[config.mk]
export PLATFORM = sky130hd
export DESIGN_NAME = l2_snoop_responder
export DESIGN_NICKNAME = d
export VERILOG_FILES = /design/src/rtl/l2_snoop_responder.sv
export SDC_FILE = /design/constraint.sdc
export NUM_CORES = 1
export LEC_CHECK = 0
export BUFFER_PORTS_ARGS = -buffer_cell sky130_fd_sc_hd__buf_2
export CAP_MARGIN = 20
export CORE_ASPECT_RATIO = 0.6
export CORE_MARGIN = 1
export CORE_UTILIZATION = 45
export DETAILED_ROUTE_END_ITERATION = 10
export GPL_ROUTABILITY_DRIVEN = 1
export PLACE_DENSITY = 0.77
export SLEW_MARGIN = 25
export SYNTH_ARGS = -nofsm -noshare
export SYNTH_HDL_FRONTEND = slang
export SYNTH_SLANG_ARGS = --single-unit
[constraint.sdc]
create_clock -name clk -period 8.7 [get_ports clk]
set_clock_uncertainty 0.2 [all_clocks]
set_input_delay 0 -clock clk [delete_from_list [all_inputs] [get_ports clk]]
set_output_delay 0 -clock clk [all_outputs]
set_load 0.005 [all_outputs]
[src/rtl/l2_snoop_responder.sv]
// L2-side responder: forwards and counts L1 messages, and feeds queued external snoops
// into L1 one at a time through its write/command/processing handshake.
module l2_snoop_responder #(
  parameter int unsigned ADDR_W     = 60,
  parameter int unsigned FIFO_DEPTH = 4,
  parameter int unsigned TIMEOUT    = 15
) (
  input  logic              clk,
  input  logic              rst,
  input  logic [ADDR_W+1:0] l1_message,
  input  logic              l1_msg_valid,
  input  logic              l1_processing,
  output logic              l1_write,
  output logic [2:0]        l1_command,
  output logic [ADDR_W-1:0] l1_address,
  input  logic              snoop_valid,
  input  logic              snoop_cmd,
  input  logic [ADDR_W-1:0] snoop_addr,
  output logic              snoop_ready,
  output logic              bus_valid,
  output logic [1:0]        bus_op,
  output logic [ADDR_W-1:0] bus_addr,
  output logic              data_returned,
  output logic              timeout_err,
  output logic [31:0]       cnt_read,
  output logic [31:0]       cnt_write,
  output logic [31:0]       cnt_rfo,
  output logic [31:0]       cnt_return
);

  localparam int unsigned PtrW   = (FIFO_DEPTH > 1) ? $clog2(FIFO_DEPTH) : 1;
  localparam int unsigned CntW   = PtrW + 1;
  localparam int unsigned TimerW = $clog2(TIMEOUT + 1);

  localparam logic [CntW-1:0]   FifoFull   = CntW'(FIFO_DEPTH);
  localparam logic [TimerW-1:0] TimerLast  = TimerW'(TIMEOUT - 1);
  localparam logic [2:0]        CmdInval   = 3'd2;
  localparam logic [2:0]        CmdDataReq = 3'd4;

  localparam logic [1:0] OpReturn = 2'd0;
  localparam logic [1:0] OpWrite  = 2'd1;
  localparam logic [1:0] OpRead   = 2'd2;
  localparam logic [1:0] OpRfo    = 2'd3;

  typedef enum logic [1:0] {
    StIdle,
    StIssue,
    StWaitBusy,
    StWaitDone
  } state_e;

  // Message decode
  logic [1:0]        msg_op;
  logic [ADDR_W-1:0] msg_addr;

  assign msg_op   = l1_message[1:0];
  assign msg_addr = l1_message[ADDR_W+1:2];

  // Snoop FIFO state
  logic [ADDR_W:0]   fifo_mem_q [FIFO_DEPTH];
  logic [PtrW-1:0]   wr_ptr_q, rd_ptr_q;
  logic [CntW-1:0]   count_q;
  logic              init_q;
  logic              fifo_full, fifo_empty;
  logic              push, pop;
  logic              head_cmd;
  logic [ADDR_W-1:0] head_addr;

  // Issue FSM state
  state_e            state_q;
  logic              l1_write_q;
  logic [2:0]        l1_command_q;
  logic [ADDR_W-1:0] l1_address_q;
  logic [TimerW-1:0] timer_q;
  logic              timeout_err_q;
  logic              pend_q;
  logic [ADDR_W-1:0] pend_addr_q;
  logic              ret_match;

  // Message path state
  logic              bus_valid_q;
  logic [1:0]        bus_op_q;
  logic [ADDR_W-1:0] bus_addr_q;
  logic              data_returned_q;
  logic [31:0]       cnt_read_q, cnt_write_q, cnt_rfo_q, cnt_return_q;

  assign fifo_full  = (count_q == FifoFull);
  assign fifo_empty = (count_q == '0);
  assign head_cmd   = fifo_mem_q[rd_ptr_q][ADDR_W];
  assign head_addr  = fifo_mem_q[rd_ptr_q][ADDR_W-1:0];

  // init_q keeps ready low during reset and until the first clock after release.
  assign snoop_ready = init_q && !fifo_full;
  assign pop         = (state_q == StIdle) && !fifo_empty && !l1_processing;
  // A pop in the same cycle frees a slot, so a push alongside it is taken even when full.
  assign push        = snoop_valid && init_q && (!fifo_full || pop);

  assign ret_match = l1_msg_valid && (msg_op == OpReturn) && pend_q && (msg_addr == pend_addr_q);

  // FIFO storage needs no reset; occupancy is tracked by count_q.
  always_ff @(posedge clk) begin
    if (push) begin
      fifo_mem_q[wr_ptr_q] <= {snoop_cmd, snoop_addr};
    end
  end

  always_ff @(posedge clk or negedge rst) begin
    if (!rst) begin
      wr_ptr_q <= '0;
      rd_ptr_q <= '0;
      count_q  <= '0;
      init_q   <= 1'b0;
    end else begin
      init_q <= 1'b1;
      if (push) begin
        wr_ptr_q <= wr_ptr_q + 1'b1;
      end
      if (pop) begin
        rd_ptr_q <= rd_ptr_q + 1'b1;
      end
      if (push && !pop) begin
        count_q <= count_q + 1'b1;
      end else if (pop && !push) begin
        count_q <= count_q - 1'b1;
      end
    end
  end

  always_ff @(posedge clk or negedge rst) begin
    if (!rst) begin
      state_q       <= StIdle;
      l1_write_q    <= 1'b0;
      l1_command_q  <= '0;
      l1_address_q  <= '0;
      timer_q       <= '0;
      timeout_err_q <= 1'b0;
      pend_q        <= 1'b0;
      pend_addr_q   <= '0;
    end else begin
      l1_write_q <= 1'b0;
      if (ret_match) begin
        pend_q <= 1'b0;
      end
      unique case (state_q)
        StIdle: begin
          if (pop) begin
            // Write pulse is registered here so it is high for exactly the ISSUE cycle.
            l1_write_q   <= 1'b1;
            l1_command_q <= head_cmd ? CmdDataReq : CmdInval;
            l1_address_q <= head_addr;
            pend_q       <= head_cmd;
            pend_addr_q  <= head_addr;
            state_q      <= StIssue;
          end
        end
        StIssue: begin
          timer_q <= '0;
          state_q <= StWaitBusy;
        end
        StWaitBusy: begin
          if (l1_processing) begin
            state_q <= StWaitDone;
          end else begin
            timer_q <= timer_q + 1'b1;
            if (timer_q == TimerLast) begin
              timeout_err_q <= 1'b1;
              pend_q        <= 1'b0;
              l1_command_q  <= '0;
              state_q       <= StIdle;
            end
          end
        end
        StWaitDone: begin
          if (!l1_processing) begin
            l1_command_q <= '0;
            state_q      <= StIdle;
          end
        end
        default: state_q <= StIdle;
      endcase
    end
  end

  always_ff @(posedge clk or negedge rst) begin
    if (!rst) begin
      bus_valid_q     <= 1'b0;
      bus_op_q        <= '0;
      bus_addr_q      <= '0;
      data_returned_q <= 1'b0;
      cnt_read_q      <= '0;
      cnt_write_q     <= '0;
      cnt_rfo_q       <= '0;
      cnt_return_q    <= '0;
    end else begin
      bus_valid_q     <= l1_msg_valid;
      data_returned_q <= ret_match;
      if (l1_msg_valid) begin
        bus_op_q   <= msg_op;
        bus_addr_q <= msg_addr;
        unique case (msg_op)
          OpReturn: cnt_return_q <= cnt_return_q + 32'd1;
          OpWrite:  cnt_write_q  <= cnt_write_q + 32'd1;
          OpRead:   cnt_read_q   <= cnt_read_q + 32'd1;
          OpRfo:    cnt_rfo_q    <= cnt_rfo_q + 32'd1;
          default:  ;
        endcase
      end
    end
  end

  assign l1_write      = l1_write_q;
  assign l1_command    = l1_command_q;
  assign l1_address    = l1_address_q;
  assign bus_valid     = bus_valid_q;
  assign bus_op        = bus_op_q;
  assign bus_addr      = bus_addr_q;
  assign data_returned = data_returned_q;
  assign timeout_err   = timeout_err_q;
  assign cnt_read      = cnt_read_q;
  assign cnt_write     = cnt_write_q;
  assign cnt_rfo       = cnt_rfo_q;
  assign cnt_return    = cnt_return_q;

endmodule

# Word level (Yosys, flattened, before mapping)
# Memory sizes are Yosys's and may differ from the RTL's.
# Cells that the tools add are included.
[word_totals]
ff_bits = 272
elab_cells = 99
input_bits = 128
mem_bits_rw = 244
memories = 1
[op_classes]
n_bitwise = 1
eq_ne = 14
n_mux = 24
add_sub_neg = 9
reduce_logical = 31
[mem_list]
columns = ["name", "words", "width", "rd", "rd_clocked_by_memory_dff", "write_ports", "line_no", "source"]
rows = [
  ["fifo_mem_q", 4, 61, 1, 0, 1, "60", "logic [ADDR_W:0] fifo_mem_q [FIFO_DEPTH];"],
]
[op_table]
columns = ["operator", "count"]
rows = [
  ["$add A32 B1 Y32 const B", 4],
  ["$eq A60 B60 Y1", 1],
  ["$mux W3", 7],
  ["$reduce_and A2 Y1", 6],
  ["$logic_and A1 B1 Y1", 10],
  ["$pmux W3 S3", 1],
  ["$eq A2 B2 Y1 const B", 4],
  ["$mux W1", 8],
  ["$mux W2", 4],
  ["$ne A2 B2 Y1 const B", 4],
  ["$pmux W2 S4", 1],
  ["$pmux W4 S2", 1],
  ["$reduce_and A3 Y1", 2],
  ["$logic_not A1 Y1", 5],
  ["$reduce_and A5 Y1", 1],
  ["$add A2 B1 Y2 const B", 2],
  ["$add A4 B1 Y4 const B", 1],
  ["$eq A2 B1 Y1 const B", 2],
  ["$eq A4 B4 Y1 const B", 1],
  ["$logic_not A2 Y1", 2],
  ["$mux W4", 1],
  ["$reduce_bool A2 Y1", 2],
  ["$add A3 B1 Y3 const B", 1],
  ["$eq A3 B3 Y1 const B", 1],
  ["other kinds (7)", 7],
]

# Depth between registers and ports, before layout
# Gate-level depths: netlist of the first run.
[logic_depth]
ltp_word = 10
mapped_depth = 12
depth_no_buf = 10

# Worst setup path before layout of the first run
# No wires, ideal clock.
[synth_timing]
path_type = "register to register"
start = "reg state_q[0]"
end = "mem fifo_mem_q[0][0] in the netlist's numbering (enable)"
stages_incl_launch_ff = 6
n_path_buf = 1
arrival_time_ps = 2696
setup_slack_ps = 5379
cell_sequence = "dfrtp_1 clkbuf_1 or2_2 nor2_1 o211a_1 and2_1"
[synth_between]
elab_chain_len = 7
[synth_lines]
columns = ["element", "line_no", "source"]
rows = [
  ["from (decl)", "70", "state_e state_q;"],
  ["from (signal assigned)", "131", "state_q <= StIdle;"],
  ["from (signal assigned)", "153", "state_q <= StIssue;"],
  ["from (signal assigned)", "158", "state_q <= StWaitBusy;"],
  ["$logic_not A2 Y1", "94", "assign pop = (state_q == StIdle) && !fifo_empty && !l1_processing;"],
  ["$logic_and A1 B1 Y1 (2 in a row)", "94", ""],
  ["$logic_or A1 B1 Y1", "96", "assign push = snoop_valid && init_q && (!fifo_full || pop);"],
  ["$logic_and A1 B1 Y1", "96", ""],
  ["named net push", "65", "logic push, pop;"],
  ["$mux W1", "102", "if (push) begin"],
  ["$mux W1 (not written as such)", "103", "fifo_mem_q[wr_ptr_q] <= {snoop_cmd, snoop_addr};"],
  ["to (decl)", "60", ""],
]
# The timed path passes the listed nets, and every way through them passes these cells.

# Worst setup path after layout of the first run
[layout_timing]
start = "reg state_q[0]"
end = "reg count_q[1]"
[layout_between]
elab_chain_len = 8
elab_cells_between_ends = 11
cone_classes = "1 x mux; 10 x reduce/logical"
[layout_lines]
columns = ["element", "line_no", "source"]
rows = [
  ["$logic_not A2 Y1 *", "94", ""],
  ["$logic_and A1 B1 Y1 * (2 in a row)", "94", ""],
  ["$logic_or A1 B1 Y1", "96", ""],
  ["$logic_and A1 B1 Y1", "96", ""],
  ["$logic_not A1 Y1", "123", "end else if (pop && !push) begin"],
  ["$logic_and A1 B1 Y1", "123", ""],
  ["$reduce_bool A2 Y1 (no source line)", "-", ""],
  ["to (signal assigned)", "122", "count_q <= count_q + 1'b1;"],
  ["to (signal assigned)", "124", "count_q <= count_q - 1'b1;"],
  ["to (decl)", "62", "logic [CntW-1:0] count_q;"],
]
# Every way passes the cells marked *; elsewhere a longest branch is shown, timed or not.
# A chain may end at the register's enable or synchronous reset.

==> results of run 1 <==
[final cells by class]
cell class	instances	area share, %
sequential	515	53.28
multi-input combinational	676	23.32
timing repair buffer	569	14.52
clock buffer	68	5.280
tap	589	2.781
clock inverter	21	0.5525
inverter	17	0.2408
antenna	3	0.02833
[path summary, 6_finish.rpt]
kind                                           to  depth (start not counted)  slack, ns
min in group asynchronous            cnt_write[1]                          4       0.43
worst min-delay path            fifo_mem_q[2][53]                          2       0.03
worst max-delay path                   count_q[1]                          9       5.16
worst min register to register        cnt_rfo[31]                          1       0.26
max in group asynchronous             rd_ptr_q[1]                          5       6.60
worst max register to register         count_q[1]                          9       5.16
[state kept, by name, summed over array words and instances (netlist names)]
| name | flops |
|---|---|
| pend_q | 1 |
| bus_op | 2 |
| state_q | 2 |
| wr_ptr_q | 2 |
| rd_ptr_q | 2 |
| cnt_rfo | 32 |
| cnt_return | 32 |
| l1_write | 1 |
| fifo_mem_q | 244 |
| bus_valid | 1 |
| bus_addr | 60 |
| l1_command | 2 |
| pend_addr_q | 60 |
| cnt_write | 32 |
| cnt_read | 32 |
| timer_q | 4 |
| timeout_err | 1 |
| data_returned | 1 |
| count_q | 3 |
| init_q | 1 |
[cell usage in the layout, fill, tap and decap left out, types with 5 or more instances in the layout]
cell / count
buf_2: 382
dfrtp_1: 269
edfxtp_1: 244
dlygate4sd3_1: 176
mux2_2: 126
xnor2_1: 116
xor2_1: 73
mux4_2: 61
nand2_1: 53
clkbuf_16: 50
nand3_1: 48
nor2_1: 39
nand4_1: 35
and3_1: 28
inv_1: 17
nor4_1: 13
and2_1: 12
clkinv_2: 12
ha_1: 11
clkbuf_1: 10
nor3_1: 9
o21ai_0: 8
clkbuf_8: 8
buf_4: 5
[through the flow]
stage | hold slack (ns) | total power [mW]
after global placement | -0.06425 | 4.812
final | 0.02842 | 6.958
after global routing | 0.01692 | 7.279
after CTS | 0.001894 | 7.019
after detailed placement | -0.04997 | 4.870
after floorplan | -0.4956 | 4.152
[cells by family after synthesis]
group,count (synthesis),share of synthesized area (%)
DFF,515,68.80
AOI/OAI and AO/OA,23,0.7261
muxes,187,13.62
adders and majority gates,12,0.7688
xor gates and xnor gates,189,8.072
buffers and inverters,55,1.129
other,2,0.03662
and+or+nand+nor,263,6.852
[power by group]
part | internal [mW] | switching, mW | leakage (nW)
Combinational | 0.829 | 0.721 | 4.75
Sequential | 2.94 | 0.402 | 5.65
Clock | 1.15 | 0.917 | 0.763
Total | 4.92 | 2.04 | 11.2
[critical path, cell delays in order, from the launching register on]
cell and delay (ns):
dfrtp_1 0.47, or2_2 0.36, nor2_1 0.16, o31a_2 0.17
buf_4 0.76, inv_1 0.25, ha_1 0.29, inv_1 0.08
fa_1 0.41, mux2_2 0.27
[per-layer routing]
| metal | vias up | track usage (%) | part of all wire, % |
|---|---|---|---|
| met5 | - | 0 | 0.074 |
| met4 | 6 | 7.447 | 2.9 |
| met3 | 101 | 4.465 | 5.1 |
| met2 | 367 | 35.97 | 48 |
| met1 | 6629 | 31.29 | 44 |
| li1 | 5761 | - | - |
==> impl_metrics.env, run 1 <==
export IMPL_min_path_type="primary input to register"
export IMPL_num_vias=12860
export IMPL_synth_nets=1386
export IMPL_fin_nets=1967
export IMPL_wire_per_inst_microns=20.99
export IMPL_holdCritStartpoint="snoop_addr[53]"
export IMPL_critPathKind="register to register"
export IMPL_finalHoldViolCount=0
export IMPL_endpoint_kind="register"
export IMPL_area_growth_pct=29.20
export IMPL_cellPowerDensity_mw_per_mm2=262.6
export IMPL_slew_headroom_pct=29.81
export IMPL_worstSetupStartpoint="state_q[0]"
export IMPL_cts_made_buffers=48
export IMPL_synth_distinct_cells=48
export IMPL_post_cts_resized=0
export IMPL_synth_most_common_cell="dfrtp_1"
export IMPL_die_y_microns=167.4
export IMPL_yosysSeqAreaShare_pct=68.80
export IMPL_ys_ff_latch=515
export IMPL_cp_required_ns=8.95
export IMPL_setup_violations=0
export IMPL_insertion_delay_ns=0.56
export IMPL_die_x_microns=277.6
export IMPL_grt_pass1_vias=13620
export IMPL_worstPathMaxFanout=66
export IMPL_avgSynthCellArea_sq_um=16.46
export IMPL_dp_slack_ns=5.143
export IMPL_cts_tree="built"
export IMPL_post_cts_setup_buffers=0
export IMPL_finalCritPeriodShare_pct=40.72
export IMPL_ant_nets=0
export IMPL_post_layout_nonfiller_instances=2458
export IMPL_cts_buffer_depth=3
export IMPL_synth_commonest_cells="271 x dfrtp_1, 244 x edfxtp_1, 126 x mux2_2"
export IMPL_ir_drop_mv=0.2020
export IMPL_status="completed"
export IMPL_row_count=60
export IMPL_ys_async_sr_fraction_pct=52.62
export IMPL_yosys_area_top_type="edfxtp_1"
export IMPL_fmax_ghz=0.2823
export IMPL_htree_levels=2
export IMPL_postCtsHoldBufs=177
export IMPL_antenna_found_initial=8
export IMPL_grt_max_degree=111
export IMPL_drv_slew=0
export IMPL_leakagePower_nw=11.16
export IMPL_grt_first_pass_wirelength_microns=79870
export IMPL_dp_cells=2186
export IMPL_syn_cell_area_sq_mm=0.02051
export IMPL_die_area_sq_mm=0.04646
export IMPL_cts_sinks=515
export IMPL_io_pins=386
export IMPL_io_buffers=384
export IMPL_drc=0
export IMPL_multi_input_area_sq_mm=0.006178
export IMPL_yosys_area_top_type_share_pct=35.73
export IMPL_clk_pin_slew_ns=0.07
export IMPL_drt_total_wl_microns=51600
export IMPL_synth_flop_cell="dfrtp_1"
export IMPL_fin_ws_ns=5.157
export IMPL_initial_core_util_pct=45.68
export IMPL_r2r_start="state_q[0]"
export IMPL_gp_congestion=0.8639
export IMPL_fillers=3377
export IMPL_yosysWarnings=0
export IMPL_viasPerCell=5.234
export IMPL_syn_inst=1246
export IMPL_gr_usage_all_layers_pct=22.55
export IMPL_tns_ns=0
export IMPL_seq_area_sq_mm=0.01412
export IMPL_worst_slew_pin_slew_ns=1.043
export IMPL_critPathArrivalTime_ns=3.79
export IMPL_grt_overflow=0
export IMPL_synth_edff_count=244
export IMPL_drive_gt1_share_pct=35.91
export IMPL_period_minus_slack_ns=3.543
export IMPL_clock_root_buffer="clkbuf_16"
export IMPL_maxCapViolCount=0
export IMPL_dp_hpwl_microns=33420
export IMPL_finalInstanceArea_sq_mm=0.02650
export IMPL_drt_iter0_drc=915
export IMPL_design_core_area_sq_mm=0.04489
export IMPL_start_kind="register"
export IMPL_first_pass_iters=5
export IMPL_rsz0062_at_grt="no"
export IMPL_fin_util_pct=59.02
export IMPL_synthTopCellsByArea="edfxtp_1 36%, dfrtp_1 33%, mux2_2 6.9%"
export IMPL_dpl_cell_area_sq_mm=0.02307
Note: power is estimated with default switching activity, not from simulation.
==> run 2, diff against run 1 <==
==> constraint.sdc (replaced) <==
create_clock -name clk -period 3.3 [get_ports clk]
set_clock_uncertainty 0.2 [all_clocks]
set_input_delay 0 -clock clk [delete_from_list [all_inputs] [get_ports clk]]
set_output_delay 0 -clock clk [all_outputs]
set_load 0.005 [all_outputs]
==> impl_metrics.env, run 2 (synthesis gave the netlist of run 1 again) <==
export IMPL_status="completed"
export IMPL_crit_buf_inv=3
export IMPL_die_area_sq_mm=0.04646
export IMPL_drt_total_wl_microns=55720
export IMPL_drc=0
export IMPL_r2r_start="state_q[0]"
export IMPL_top_register="fifo_mem_q"
export IMPL_finalHoldViolCount=0
export IMPL_grt_first_pass_wirelength_microns=84980
export IMPL_p_seq_share_pct=45.8
export IMPL_highest_layer="met4"
export IMPL_drive_gt1_share_pct=35.77
export IMPL_path_cells="dlygate4sd3_1, buf_4, nor3b_4, dlygate4sd3_1, nand4_1, or4_1, nor4_2, o21bai_1"
export IMPL_dpl_cell_area_sq_mm=0.02330
export IMPL_power_frac_clock_pct=30.4
export IMPL_final_cell_mix="382 x buf_2, 269 x dfrtp_1, 244 x edfxtp_1"
export IMPL_final_common_cell="buf_2"
export IMPL_comb_power_share_pct=23.9
export IMPL_start_kind="primary input"
export IMPL_routed_wl_met2_microns=26460
export IMPL_cts_sinks=515
export IMPL_critPathTopFamily="buffers and inverters"
export IMPL_die_y_microns=167.4
export IMPL_dp_slack_ns=0.6054
export IMPL_htree_levels=2
export IMPL_setup_violations=0
export IMPL_io_pins=386
export IMPL_fin_nets=1991
export IMPL_wire_per_inst_microns=22.43
export IMPL_cp_required_ns=3.55
export IMPL_finalCritPeriodShare_pct=84.11
export IMPL_fin_util_pct=59.84
export IMPL_holdCritStartpoint="l1_message[14]"
export IMPL_tns_ns=0
export IMPL_first_pass_iters=5
export IMPL_largest_register_ffs=244
export IMPL_maxCapViolCount=0
export IMPL_gr_usage_all_layers_pct=24.15
export IMPL_insertion_delay_ns=0.58
export IMPL_row_count=60
export IMPL_min_path_type="primary input to register"
export IMPL_internal_power_mw=13.32
export IMPL_wl_met1_microns=24200
export IMPL_initial_core_util_pct=45.68
export IMPL_cts_made_buffers=48
export IMPL_worstPathMaxFanout=20
export IMPL_leakagePower_nw=11.32
export IMPL_die_x_microns=277.6
export IMPL_drv_slew=0
export IMPL_dp_cells=2200
export IMPL_cts_tree="built"
export IMPL_critPathArrivalTime_ns=3.03
export IMPL_slew_headroom_pct=45.66
export IMPL_grt_pass1_vias=13860
export IMPL_reg2regPathDepth=9
export IMPL_rsz0062_at_grt="no"
export IMPL_slowest_delay_ns=0.75
export IMPL_grt_overflow=0
export IMPL_wl_met3_microns=3390
export IMPL_total_power_mw=18.91
export IMPL_crit_top_cell="dlygate4sd3_1"
export IMPL_fin_ws_ns=0.5243
export IMPL_critPathKind="primary input to register"
export IMPL_p_sw_share_pct=29.56
export IMPL_antenna_found_initial=5
export IMPL_dp_hpwl_microns=36670
export IMPL_period_minus_slack_ns=2.776
export IMPL_area_growth_pct=30.99
export IMPL_slowest_stage="dlygate4sd3_1"
export IMPL_drt_iter0_drc=1129
export IMPL_io_buffers=384
export IMPL_hold_path_end="bus_addr[12]"
export IMPL_switchingPower_mw=5.591
export IMPL_whs_ns=0.01322
export IMPL_post_layout_nonfiller_instances=2484
export IMPL_viasPerCell=5.297
export IMPL_clock_root_buffer="clkbuf_16"
export IMPL_ir_drop_mv=0.3711
export IMPL_design_core_area_sq_mm=0.04489
export IMPL_gp_congestion=0.8589
export IMPL_grt_max_degree=73
export IMPL_cts_buffer_depth=3
export IMPL_r2r_end="count_q[2]"
export IMPL_fmax_ghz=0.3603
export IMPL_clk_pin_slew_ns=0.07
export IMPL_finalInstanceArea_sq_mm=0.02686
export IMPL_r2r_setup_slack_ns=0.58
export IMPL_num_vias=13160
export IMPL_ant_nets=0
export IMPL_hold_depth=3
export IMPL_worst_slew_pin_slew_ns=0.8151
export IMPL_endpoint_kind="register"
export IMPL_cellPowerDensity_mw_per_mm2=704.0
[run 2: cell types whose count changed in the layout (fill, tap and decap cells not counted), sizes merged]
cell,previous run,this run
inv,18,19
dlygate4sd3,176,189
clkbuf,68,80
clkinvlp,3,1
buf,393,404
bufinv,1,2
clkinv,16,4
diode,3,5
[run 2: tightest hold or removal path, delay by kind of cell]
kind,cells,cell delay (ns)
buf+inv,2,0.63
mux,1,0.14
[run 2: area by class of cell]
class	count	area (sq um)
multi-input cells	676	6178
diodes	5	12.51
clock inverters	9	127.6
clock buffers	80	1506
repair buffers	593	4121
flip-flops and latches	515	14120
well taps	589	737.0
inverters	17	63.81
fillers	3384	18030
[run 2: what timing repair did]
item,in CTS,in global routing
resized for setup,0,0
hold buffers,190,0
endpoints found under the hold margin,623,0
setup buffers,0,0
[run 2: how the worst max path moves through the flow]
| stage | from | to | slack (ns) | cells past startpoint |
|---|---|---|---|---|
| finish | l1_msg_valid | pend_q | 0.52 | 8 |
| global route | l1_msg_valid | pend_q | 0.34 | 8 |
| CTS | l1_msg_valid | pend_q | 0.51 | 8 |
| detailed placement | state_q[0] | count_q[2] | 0.61 | 9 |
| global placement | state_q[0] | count_q[2] | 0.68 | 9 |
| floorplan | state_q[0] | fifo_mem_q[0][0] | 0.64 | 5 |
[run 2: power by group through the flow]
stage / sequential, mW / clock [mW] / combinational, mW
after floorplan: 8.47 / 0 / 2.47
after global placement: 8.69 / 0 / 4.25
after detailed placement: 8.75 / 0 / 4.32
after CTS: 8.64 / 5.84 / 4.54
after global routing: 8.78 / 6.10 / 4.84
final: 8.65 / 5.75 / 4.51
[run 2: metal layers]
layer	vias up	global-route usage (%)
met5	-	0
met4	0	7.158
met3	114	4.744
met2	477	37.96
met1	6773	34.33
li1	5793	-
==> run 3, diff against run 2 <==
==> constraint.sdc (replaced) <==
create_clock -name clk -period 2.75 [get_ports clk]
set_clock_uncertainty 0.2 [all_clocks]
set_input_delay 0 -clock clk [delete_from_list [all_inputs] [get_ports clk]]
set_output_delay 0 -clock clk [all_outputs]
set_load 0.005 [all_outputs]
==> impl_metrics.env, run 3 (synthesis gave the netlist of run 1 again) <==
export IMPL_status="completed"
export IMPL_cts_tree="built"
export IMPL_ant_nets=0
export IMPL_insertion_delay_ns=0.59
export IMPL_cp_required_ns=3.00
export IMPL_dp_hpwl_microns=34960
export IMPL_io_pins=386
export IMPL_gr_usage_all_layers_pct=23.70
export IMPL_cts_sinks=515
export IMPL_rsz0062_at_grt="no"
export IMPL_start_kind="register"
export IMPL_worst_slew_pin_slew_ns=0.6931
export IMPL_design_core_area_sq_mm=0.04489
export IMPL_seq_area_sq_mm=0.01412
export IMPL_total_power_mw=22.70
export IMPL_grt_first_pass_wirelength_microns=83790
export IMPL_reg2regPathDepth=6
export IMPL_final_common_cell="buf_2"
export IMPL_row_count=60
export IMPL_die_y_microns=167.4
export IMPL_maxCapViolCount=0
export IMPL_clock_root_buffer="clkbuf_16"
export IMPL_num_vias=13200
export IMPL_die_x_microns=277.6
export IMPL_crit_buf_inv=0
export IMPL_finalHoldViolCount=0
export IMPL_drc=0
export IMPL_cellPowerDensity_mw_per_mm2=840.2
export IMPL_grt_pass1_vias=13710
export IMPL_top_register="fifo_mem_q"
export IMPL_tns_ns=0
export IMPL_drv_slew=0
export IMPL_gp_congestion=0.8527
export IMPL_setup_violations=0
export IMPL_finalCritPeriodShare_pct=94.94
export IMPL_area_growth_pct=31.76
export IMPL_period_minus_slack_ns=2.611
export IMPL_fin_nets=2005
export IMPL_multi_input_area_sq_mm=0.006186
export IMPL_hold_depth=3
export IMPL_cts_buffer_depth=3
export IMPL_post_cts_setup_buffers=0
export IMPL_first_pass_iters=5
export IMPL_viasPerCell=5.288
export IMPL_min_path_type="primary input to register"
export IMPL_clk_pin_slew_ns=0.06
export IMPL_htree_levels=2
export IMPL_r2r_setup_slack_ns=0.14
export IMPL_worstPathMaxFanout=3
export IMPL_largest_register_ffs=244
export IMPL_ir_drop_mv=0.5909
export IMPL_slew_headroom_pct=53.63
export IMPL_cts_made_buffers=47
export IMPL_slowest_delay_ns=0.53
export IMPL_initial_core_util_pct=45.68
export IMPL_fillers=3379
export IMPL_critPathArrivalTime_ns=2.86
export IMPL_drt_total_wl_microns=54470
export IMPL_crit_cells=6
export IMPL_path_cells="xnor2_1, nand4_1, nor4_1, nand3_1, nor4_2, o21bai_1"
export IMPL_grt_max_degree=71
export IMPL_fmax_ghz=0.3830
export IMPL_antenna_found_initial=5
export IMPL_drt_iter0_drc=1106
export IMPL_critPathTopFamily="simple AND/OR/NAND/NOR gates"
export IMPL_endpoint_kind="register"
export IMPL_critPathKind="register to register"
export IMPL_wire_per_inst_microns=21.82
export IMPL_die_area_sq_mm=0.04646
export IMPL_final_cell_mix="382 x buf_2, 269 x dfrtp_1, 244 x edfxtp_1"
export IMPL_drive_gt1_share_pct=35.86
export IMPL_io_buffers=384
export IMPL_leakagePower_nw=11.40
export IMPL_slowest_stage="xnor2_1"
export IMPL_grt_overflow=0
run 3: cell types whose count changed in the layout (fill, tap and decap cells not counted), moves of 3 or more:
cell	previous run	this run
dlygate4sd3_1	189	200
buf_4	10	13
clkinv_2	4	7
bufinv_16	2	6
clkbuf_1	18	14
clkbuf_8	10	7
clkbuf_16	52	48
run 3: worst reg2reg max path: cells and delay by family (launching register included):
family | cells | cell delay [ns]
xor+xnor | 1 | 0.53
simple gates | 4 | 1.20
compound gates | 1 | 0.12
flops | 1 | 0.43
run 3: worst paths after layout:
path,from,endpoint
max in group asynchronous,rst,pend_addr_q[14]
min in group asynchronous,rst,pend_addr_q[53]
min,l1_message[52],bus_addr[50]
max reg2reg,pend_addr_q[23],pend_q
min reg2reg,cnt_read[31],cnt_read[31]
max,pend_addr_q[23],pend_q
run 3: layer usage:
| layer | vias to the layer above | global-route usage, % | routed length, microns |
|---|---|---|---|
| li1 | 5815 | - | - |
| met3 | 122 | 4.242 | 3101 |
| met4 | 2 | 8.287 | 1929 |
| met2 | 467 | 37.86 | 26000 |
| met5 | - | 0 | 13 |
| met1 | 6794 | 32.90 | 23420 |
run 3: report_power, final:
part / switching (mW) / internal [mW]
clock: 2.94 / 4.00
sequential: 1.07 / 9.29
combinational: 2.62 / 2.78
run 3: area by class of cell:
| cell class | instances | share of cell area, % |
|---|---|---|
| timing repair buffer | 608 | 15.82 |
| clock buffer | 69 | 4.997 |
| tap | 589 | 2.727 |
| antenna | 5 | 0.04631 |
| clock inverter | 17 | 1.037 |
| multi-input combinational | 676 | 22.89 |
| sequential | 515 | 52.24 |
| inverter | 17 | 0.2362 |
run 3: per-stage QoR:
stage	instance area (sq um)	std cells	hold slack [ns]	setup slack [ns]	util (%)
2_1_floorplan	20510	1246	-0.4956	0.09170	-
3_3_place_gp	23340	2204	-0.2030	0.2672	51.99
3_5_place_dp	23340	2204	-0.1967	0.07275	51.99
4_1_cts	27000	2491	0.0002987	0.05570	60.14
5_1_grt	27010	2494	0.01577	0.05692	60.18
6_report	27020	2496	0.02673	0.1391	60.19
run 3: what timing repair did:
item,4_1_cts,5_1_grt
hold buffers,201,0
endpoints found under the setup margin,0,1
hold endpoints to repair,623,0
gates resized for setup,0,1
